File: config.mk
export PLATFORM = sky130hd
export DESIGN_NAME = multicore_control_regs_flat
export DESIGN_NICKNAME = d
export VERILOG_FILES = /design/src/rtl/multicore_control_regs_pkg.sv /design/src/rtl/multicore_control_regs_if.sv /design/src/rtl/multicore_control_regs_core_channel_ctrl.sv /design/src/rtl/multicore_control_regs.sv /design/src/flat_wrapper.sv
export SDC_FILE = /design/constraint.sdc
export NUM_CORES = 1
export LEC_CHECK = 0
export ABC_AREA = 1
export BUFFER_PORTS_ARGS = -buffer_cell sky130_fd_sc_hd__buf_2
export CAP_MARGIN = 20
export CORE_ASPECT_RATIO = 2
export CORE_MARGIN = 5
export CORE_UTILIZATION = 60
export DETAILED_ROUTE_END_ITERATION = 7
export PLACE_DENSITY_LB_ADDON = 0.25
export SETUP_SLACK_MARGIN = 0.1
export SLEW_MARGIN = 20
export SYNTH_ARGS = -nofsm -noshare
export SYNTH_HDL_FRONTEND = slang
export SYNTH_HIERARCHICAL = 1
export SYNTH_SLANG_ARGS = --single-unit
File: constraint.sdc
create_clock -name clk -period 4.3 [get_ports clk]
set_input_delay 0.86 -clock clk [delete_from_list [all_inputs] [get_ports clk]]
set_output_delay 0.86 -clock clk [all_outputs]
set_load 0.005 [all_outputs]
File: src/rtl/multicore_control_regs_pkg.sv
// Shared definitions for the multicore start/finish controller: register map,
// STATUS field layout helpers and decoded write-strobe bundle.
package multicore_control_regs_pkg;

    localparam logic [1:0] REG_START  = 2'd0;
    localparam logic [1:0] REG_STATUS = 2'd1;
    localparam logic [1:0] REG_IRQ_EN = 2'd2;
    localparam logic [1:0] REG_CYCLES = 2'd3;

    // STATUS layout: {err, done[N-1:0], busy[N-1:0]}
    function automatic int unsigned status_done_lsb(input int unsigned num_cores);
        return num_cores;
    endfunction

    function automatic int unsigned status_err_bit(input int unsigned num_cores);
        return 2 * num_cores;
    endfunction

    typedef struct packed {
        logic start;
        logic status;
        logic irq_en;
    } wr_sel_t;

endpackage

File: src/rtl/multicore_control_regs_if.sv
// Host slave bus of the multicore controller: register select, strobes,
// write/read data and the level interrupt back to the host.
interface multicore_control_regs_if #(
    parameter int unsigned WIDTH  = 32,
    parameter int unsigned ADDR_W = 2
);
    logic [ADDR_W-1:0] address;
    logic              read;
    logic              write;
    logic [WIDTH-1:0]  data_write;
    logic [WIDTH-1:0]  data_read;
    logic              irq;

    modport master (
        output address,
        output read,
        output write,
        output data_write,
        input  data_read,
        input  irq
    );

    modport slave (
        input  address,
        input  read,
        input  write,
        input  data_write,
        output data_read,
        output irq
    );
endinterface

File: src/rtl/multicore_control_regs_core_channel_ctrl.sv
// Per-core channel: busy/done state, one-cycle start pulse and the protocol
// error contribution (start while busy, finish while idle).
module multicore_control_regs_core_channel_ctrl (
    input  logic clk_i,
    input  logic rst_i,
    input  logic start_req_i,
    input  logic finish_i,
    input  logic done_clr_i,
    output logic start_pulse_o,
    output logic busy_o,
    output logic busy_next_o,
    output logic done_o,
    output logic start_ok_o,
    output logic err_o
);
    logic busy_q, busy_d;
    logic done_q, done_d;
    logic pulse_q, pulse_d;
    logic start_ok, finish_ok;

    always_comb begin
        start_ok  = start_req_i & ~busy_q;
        finish_ok = finish_i & busy_q;
        busy_d    = busy_q;
        done_d    = done_q;
        if (done_clr_i) begin
            done_d = 1'b0;
        end
        if (start_ok) begin
            busy_d = 1'b1;
            done_d = 1'b0;
        end
        // Applied last so a finish beats both a same-cycle W1C and a start.
        if (finish_ok) begin
            busy_d = 1'b0;
            done_d = 1'b1;
        end
        pulse_d = start_ok;
        err_o   = (start_req_i & busy_q) | (finish_i & ~busy_q);
    end

    always_ff @(posedge clk_i) begin
        if (rst_i) begin
            busy_q  <= 1'b0;
            done_q  <= 1'b0;
            pulse_q <= 1'b0;
        end else begin
            busy_q  <= busy_d;
            done_q  <= done_d;
            pulse_q <= pulse_d;
        end
    end

    assign start_pulse_o = pulse_q;
    assign busy_o        = busy_q;
    assign busy_next_o   = busy_d;
    assign done_o        = done_q;
    assign start_ok_o    = start_ok;
endmodule

File: src/rtl/multicore_control_regs.sv
// Memory-mapped start/finish controller for NUM_CORES cores: register decode,
// read mux, maskable level IRQ and a saturating frame cycle counter.
module multicore_control_regs
    import multicore_control_regs_pkg::*;
#(
    parameter int unsigned WIDTH     = 32,
    parameter int unsigned NUM_CORES = 4,
    parameter int unsigned ADDR_W    = 2
) (
    input  logic                       clk,
    input  logic                       reset_sink_reset,
    multicore_control_regs_if.slave    bus,
    input  logic [NUM_CORES-1:0]       interrupt_finish,
    output logic [NUM_CORES-1:0]       interrupt_start
);
    localparam int unsigned DoneLsb = status_done_lsb(NUM_CORES);
    localparam int unsigned ErrBit  = status_err_bit(NUM_CORES);

    wr_sel_t              wr_sel;
    logic [NUM_CORES-1:0] start_req, done_clr;
    logic [NUM_CORES-1:0] busy, busy_next, done, start_ok, chan_err;
    logic [WIDTH-1:0]     status_word;

    logic                 err_q, err_d;
    logic [NUM_CORES-1:0] irq_en_q, irq_en_d;
    logic                 irq_q, irq_d;
    logic                 timing_q, timing_d;
    logic [WIDTH-1:0]     cycles_q, cycles_d;
    logic [WIDTH-1:0]     data_read_q, data_read_d;
    logic                 unused_wdata;

    assign unused_wdata = ^bus.data_write;

    always_comb begin
        wr_sel = '0;
        if (bus.write) begin
            wr_sel.start  = (bus.address == ADDR_W'(REG_START));
            wr_sel.status = (bus.address == ADDR_W'(REG_STATUS));
            wr_sel.irq_en = (bus.address == ADDR_W'(REG_IRQ_EN));
        end
        start_req = wr_sel.start  ? bus.data_write[NUM_CORES-1:0] : '0;
        done_clr  = wr_sel.status ? bus.data_write[DoneLsb +: NUM_CORES] : '0;
    end

    for (genvar i = 0; i < NUM_CORES; i++) begin : g_core
        multicore_control_regs_core_channel_ctrl u_chan (
            .clk_i         (clk),
            .rst_i         (reset_sink_reset),
            .start_req_i   (start_req[i]),
            .finish_i      (interrupt_finish[i]),
            .done_clr_i    (done_clr[i]),
            .start_pulse_o (interrupt_start[i]),
            .busy_o        (busy[i]),
            .busy_next_o   (busy_next[i]),
            .done_o        (done[i]),
            .start_ok_o    (start_ok[i]),
            .err_o         (chan_err[i])
        );
    end

    always_comb begin
        err_d = err_q;
        if (|chan_err) begin
            err_d = 1'b1;
        end else if (wr_sel.status && bus.data_write[ErrBit]) begin
            err_d = 1'b0;
        end

        irq_en_d = wr_sel.irq_en ? bus.data_write[NUM_CORES-1:0] : irq_en_q;
        irq_d    = |(done & irq_en_q);

        // A frame opens on the first accepted start and closes once every core is idle.
        timing_d = timing_q;
        cycles_d = cycles_q;
        if (timing_q) begin
            cycles_d = (cycles_q == '1) ? cycles_q : cycles_q + WIDTH'(1);
            timing_d = |busy_next;
        end else if (|start_ok) begin
            cycles_d = '0;
            timing_d = 1'b1;
        end

        status_word                         = '0;
        status_word[NUM_CORES-1:0]          = busy;
        status_word[DoneLsb +: NUM_CORES]   = done;
        status_word[ErrBit]                 = err_q;

        data_read_d = data_read_q;
        if (bus.read) begin
            data_read_d = '0;
            if (bus.address == ADDR_W'(REG_STATUS)) begin
                data_read_d = status_word;
            end else if (bus.address == ADDR_W'(REG_IRQ_EN)) begin
                data_read_d[NUM_CORES-1:0] = irq_en_q;
            end else if (bus.address == ADDR_W'(REG_CYCLES)) begin
                data_read_d = cycles_q;
            end
        end
    end

    always_ff @(posedge clk) begin
        if (reset_sink_reset) begin
            err_q       <= 1'b0;
            irq_en_q    <= '0;
            irq_q       <= 1'b0;
            timing_q    <= 1'b0;
            cycles_q    <= '0;
            data_read_q <= '0;
        end else begin
            err_q       <= err_d;
            irq_en_q    <= irq_en_d;
            irq_q       <= irq_d;
            timing_q    <= timing_d;
            cycles_q    <= cycles_d;
            data_read_q <= data_read_d;
        end
    end

    assign bus.data_read = data_read_q;
    assign bus.irq       = irq_q;
endmodule

File: src/flat_wrapper.sv
// flat-port wrapper written by rule: the top's interface ports become plain ports
module multicore_control_regs_flat import multicore_control_regs_pkg::*;
#(
    parameter int unsigned WIDTH     = 32,
    parameter int unsigned NUM_CORES = 4,
    parameter int unsigned ADDR_W    = 2
)
  (clk, reset_sink_reset, interrupt_finish, interrupt_start, bus_address, bus_read, bus_write, bus_data_write, bus_data_read, bus_irq);
  multicore_control_regs_if #(.WIDTH(WIDTH), .ADDR_W(ADDR_W)) bus_i ();
  input  logic clk;
  input  logic reset_sink_reset;
  input  logic [NUM_CORES-1:0] interrupt_finish;
  output logic [NUM_CORES-1:0] interrupt_start;
  input wire logic [$bits(bus_i.address)-1:0] bus_address;
  input wire logic [$bits(bus_i.read)-1:0] bus_read;
  input wire logic [$bits(bus_i.write)-1:0] bus_write;
  input wire logic [$bits(bus_i.data_write)-1:0] bus_data_write;
  output wire logic [$bits(bus_i.data_read)-1:0] bus_data_read;
  output wire logic [$bits(bus_i.irq)-1:0] bus_irq;
  assign bus_i.address = bus_address;
  assign bus_i.read = bus_read;
  assign bus_i.write = bus_write;
  assign bus_i.data_write = bus_data_write;
  assign bus_data_read = bus_i.data_read;
  assign bus_irq = bus_i.irq;
  multicore_control_regs #(.WIDTH(WIDTH), .NUM_CORES(NUM_CORES), .ADDR_W(ADDR_W)) u_core (.clk(clk), .reset_sink_reset(reset_sink_reset), .bus(bus_i), .interrupt_finish(interrupt_finish), .interrupt_start(interrupt_start));
endmodule
==> flow_summary.json <==
{
  "hp-class": "register to register",
  "cts_hold_buf": 0,
  "required_ps": 4570,
  "regToRegSetupSlack_ps": 1940,
  "cp_cell_sequence": "buf_2 -> inv_1 -> nand3_1 -> nor2_1 -> nand2_2 -> inv_1 -> nor2_1 -> nand2_1 -> o21ai_2 -> nand2_1 -> inv_1 -> o21ai_0 -> a21oi_1",
  "p_leak_nw": 2.30,
  "floorplan.initialDensity_pct": 61.2,
  "grt.total_usage_pct": 28.9,
  "drt_iter0_drc": 248,
  "synthXorXnorAreaFrac_pct": 0.199,
  "setup_viol": 0,
  "overflow": 0,
  "seq_area_frac_synth_pct": 37.7,
  "die_h_um": 131,
  "synth_edf_count": 0,
  "grt_first_pass_wirelength_um": 21000,
  "slowest_stage": "o21ai_2",
  "drive_gt1_share_pct": 14.3,
  "cts_max_level": 3,
  "grt_pass1_vias": 4508,
  "skew_ps": 8.38,
  "cts_buffers": 9,
  "route.vias.total": 4568,
  "post_drt_wl_per_cell_um": 16.1,
  "hold_viol": 0,
  "cts_buffer_depth": 2,
  "avgSynthCellArea_um2": 6.44,
  "max_freq_ghz": 0.376,
  "drt-total-wl_um": 13300,
  "synth-compound-area-share_pct": 15.5,
  "status": "finished clean",
  "clock_sinks": 83,
  "antenna_found_initial": 0,
  "fin_crit_ps": 2660,
  "tns_ps": 0,
  "die_area_um2": 9270,
  "muxShareOfSynthArea_pct": 0,
  "tightest_slew_ps": 947,
  "synth_top_cell_by_area": "dfxtp_1",
  "fin_crit_sh_pct": 61.9,
  "antennaDiodeCount": 0,
  "ant_nets": 0,
  "post_cts_buffers": 0,
  "maxCapViolCount": 0,
  "final_max_slew_viol_count": 0,
  "synth_cell_types": 34,
  "synth_adder_area_share_pct": 0.284,
  "drcViolationCount": 0,
  "synth.area.top_cells": "dfxtp_1 38%, nand2_1 13%, inv_1 9.5%",
  "viasPerCell": 5.53,
  "clk_pin_slew_worst_paths_ps": 60,
  "crit_top_cell": "inv_1",
  "reg2regPathDepth": 11,
  "core_area_um2": 7210,
  "syn_to_final_growth_pct": 13.3,
  "hp-start": "u_core/err_q",
  "synth_most_common_cell": "nand2_1",
  "synth_top_flop_cell": "dfxtp_1",
  "rows": 44,
  "gp_congestion": 0.945,
  "cts_tree": "built",
  "clk-insertion-delay-late_ps": 340,
  "critPathMaxStageDelay_ps": 640,
  "slew_headroom_pct": 36.8,
  "synth_top_area_share_pct": 37.7,
  "synth.cell_area_um2": 4410,
  "grt_max_degree": 65,
  "cp_max_fo": 15,
  "worstPathArrival_ps": 2930,
  "die_x_um": 70.6,
  "utilization_pct": 69.3,
  "cp_top_family": "compound AO/OA/AOI/OAI gates",
  "power.total_mw": 1.81,
  "synth_top_family_by_area": "simple AND/OR/NAND/NOR gates",
  "netlist_instances": 685,
  "cts-resized-gates": 0,
  "rr_endpoint": "u_core/cycles_q[2]",
  "ir_drop_uv": 333,
  "synthSimpleGateAreaFrac_pct": 33.3,
  "yosys_warnings": 6,
  "rr_startpoint": "u_core/cycles_q[0]",
  "numPortBuffers": 55,
  "ioPinCount": 79,
  "root_buffer": "clkbuf_16",
  "path_class": "input port to register",
  "cp-start-kind": "input port",
  "critPathBufInv": 4,
  "fin_nets": 773,
  "ys_ff_latch": 83,
  "power_density_nw_per_um2": 363,
  "min_to": "u_core/err_q",
  "netlist_top_cells_count": "158 x nand2_1, 112 x inv_1, 99 x nor2_1",
  "synthArstFlopShare_pct": 0,
  "rsz0062_at_grt": "false",
  "end_kind": "register",
  "dr.pass1.iters": 6,
  "syn_nets": 728,
  "hold_path_depth": 2,
  "dp_hpwl_um": 9870
}
==> worst reg2reg max path, cell delays in order, from the launching register on <==
cell     delay, ps
dfxtp_1        490
ha_1           270
nand2_2        100
nor2_4         130
nand2_4        100
nor2_4         160
nand2_2        100
nand2_4        310
nand2_4        250
inv_1          230
nor2_1          80
nor2_1          90
==> layout make-up <==
cell class,count,area (µm²)
Inverter,117,439
Clock inverter,5,61.3
Multi-Input combinational cell,460,2180
Fill cell,660,2210
Clock buffer,10,239
Tap cell,92,115
Sequential cell,83,1660
Timing Repair Buffer,59,305
==> power breakdown <==
part / switching (mW) / internal [mW]
Combinational: 0.133 / 0.0650
Sequential: 0.0302 / 0.803
Clock: 0.316 / 0.465
Total: 0.479 / 1.33
==> through the flow <==
| step | area, µm² | std cells | setup WS, ps | hold WS [ps] |
|---|---|---|---|---|
| final | 5000 | 826 | 1640 | 472 |
| after floorplan | 4410 | 685 | 2050 | 437 |
| after CTS | 5000 | 826 | 1690 | 472 |
| after global routing | 5000 | 826 | 1440 | 498 |
| after global placement | 4700 | 811 | 1380 | 458 |
| after detailed placement | 4700 | 811 | 1350 | 461 |
==> sequential cells by signal, indices dropped and copies added (netlist names) <==
name and cells:
u_core/bus.irq 1, u_core/cycles_q 32, u_core/timing_q 1, u_core/irq_en_q 4, u_core/g_core.u_chan/start_pulse_o 4, u_core/g_core.u_chan/done_o 4
u_core/g_core.u_chan/busy_o 4, u_core/err_q 1, u_core/bus.data_read 32
==> layer usage <==
metal  track usage (%)  share of wire [%]  vias up
li1                  -                  -     2262
met1              25.4                 32     2060
met2              52.5                 53      177
met3              5.81                5.5       69
met4              26.3                9.4        0
met5                 0                  0        -
==> worst max path at each step <==
| stage | cells after the start | endpoint | start | slack (ps) |
|---|---|---|---|---|
| 6_report | 13 | u_core/cycles_q[9] | bus_address[0] | 1640 |
| 3_3_place_gp | 13 | u_core/cycles_q[2] | bus_address[0] | 1380 |
| 2_1_floorplan | 12 | u_core/cycles_q[25] | bus_address[0] | 2050 |
| 4_1_cts | 13 | u_core/cycles_q[9] | bus_address[0] | 1690 |
| 5_1_grt | 13 | u_core/cycles_q[11] | bus_address[0] | 1440 |
| 3_5_place_dp | 13 | u_core/cycles_q[11] | bus_address[0] | 1350 |
==> cell usage in the layout, fill, tap and decap left out, types with 5 or more instances in the layout <==
master,instances
nand2_1,158
inv_1,112
nor2_1,99
dfxtp_1,83
nand3_1,56
buf_2,55
o21ai_0,48
a21oi_1,31
o211ai_1,24
clkbuf_16,9
nand2_2,8
nor2_2,7
inv_2,5
nand3_2,5
==> logic make-up after synthesis <==
family,Yosys count
AOI/OAI and AO/OA,116
xor gates and xnor gates,1
DFF,83
buffers and inverters,142
adders and majority gates,1
and+or+nand+nor,342
No activity file was read; power rests on OpenSTA's default activity.
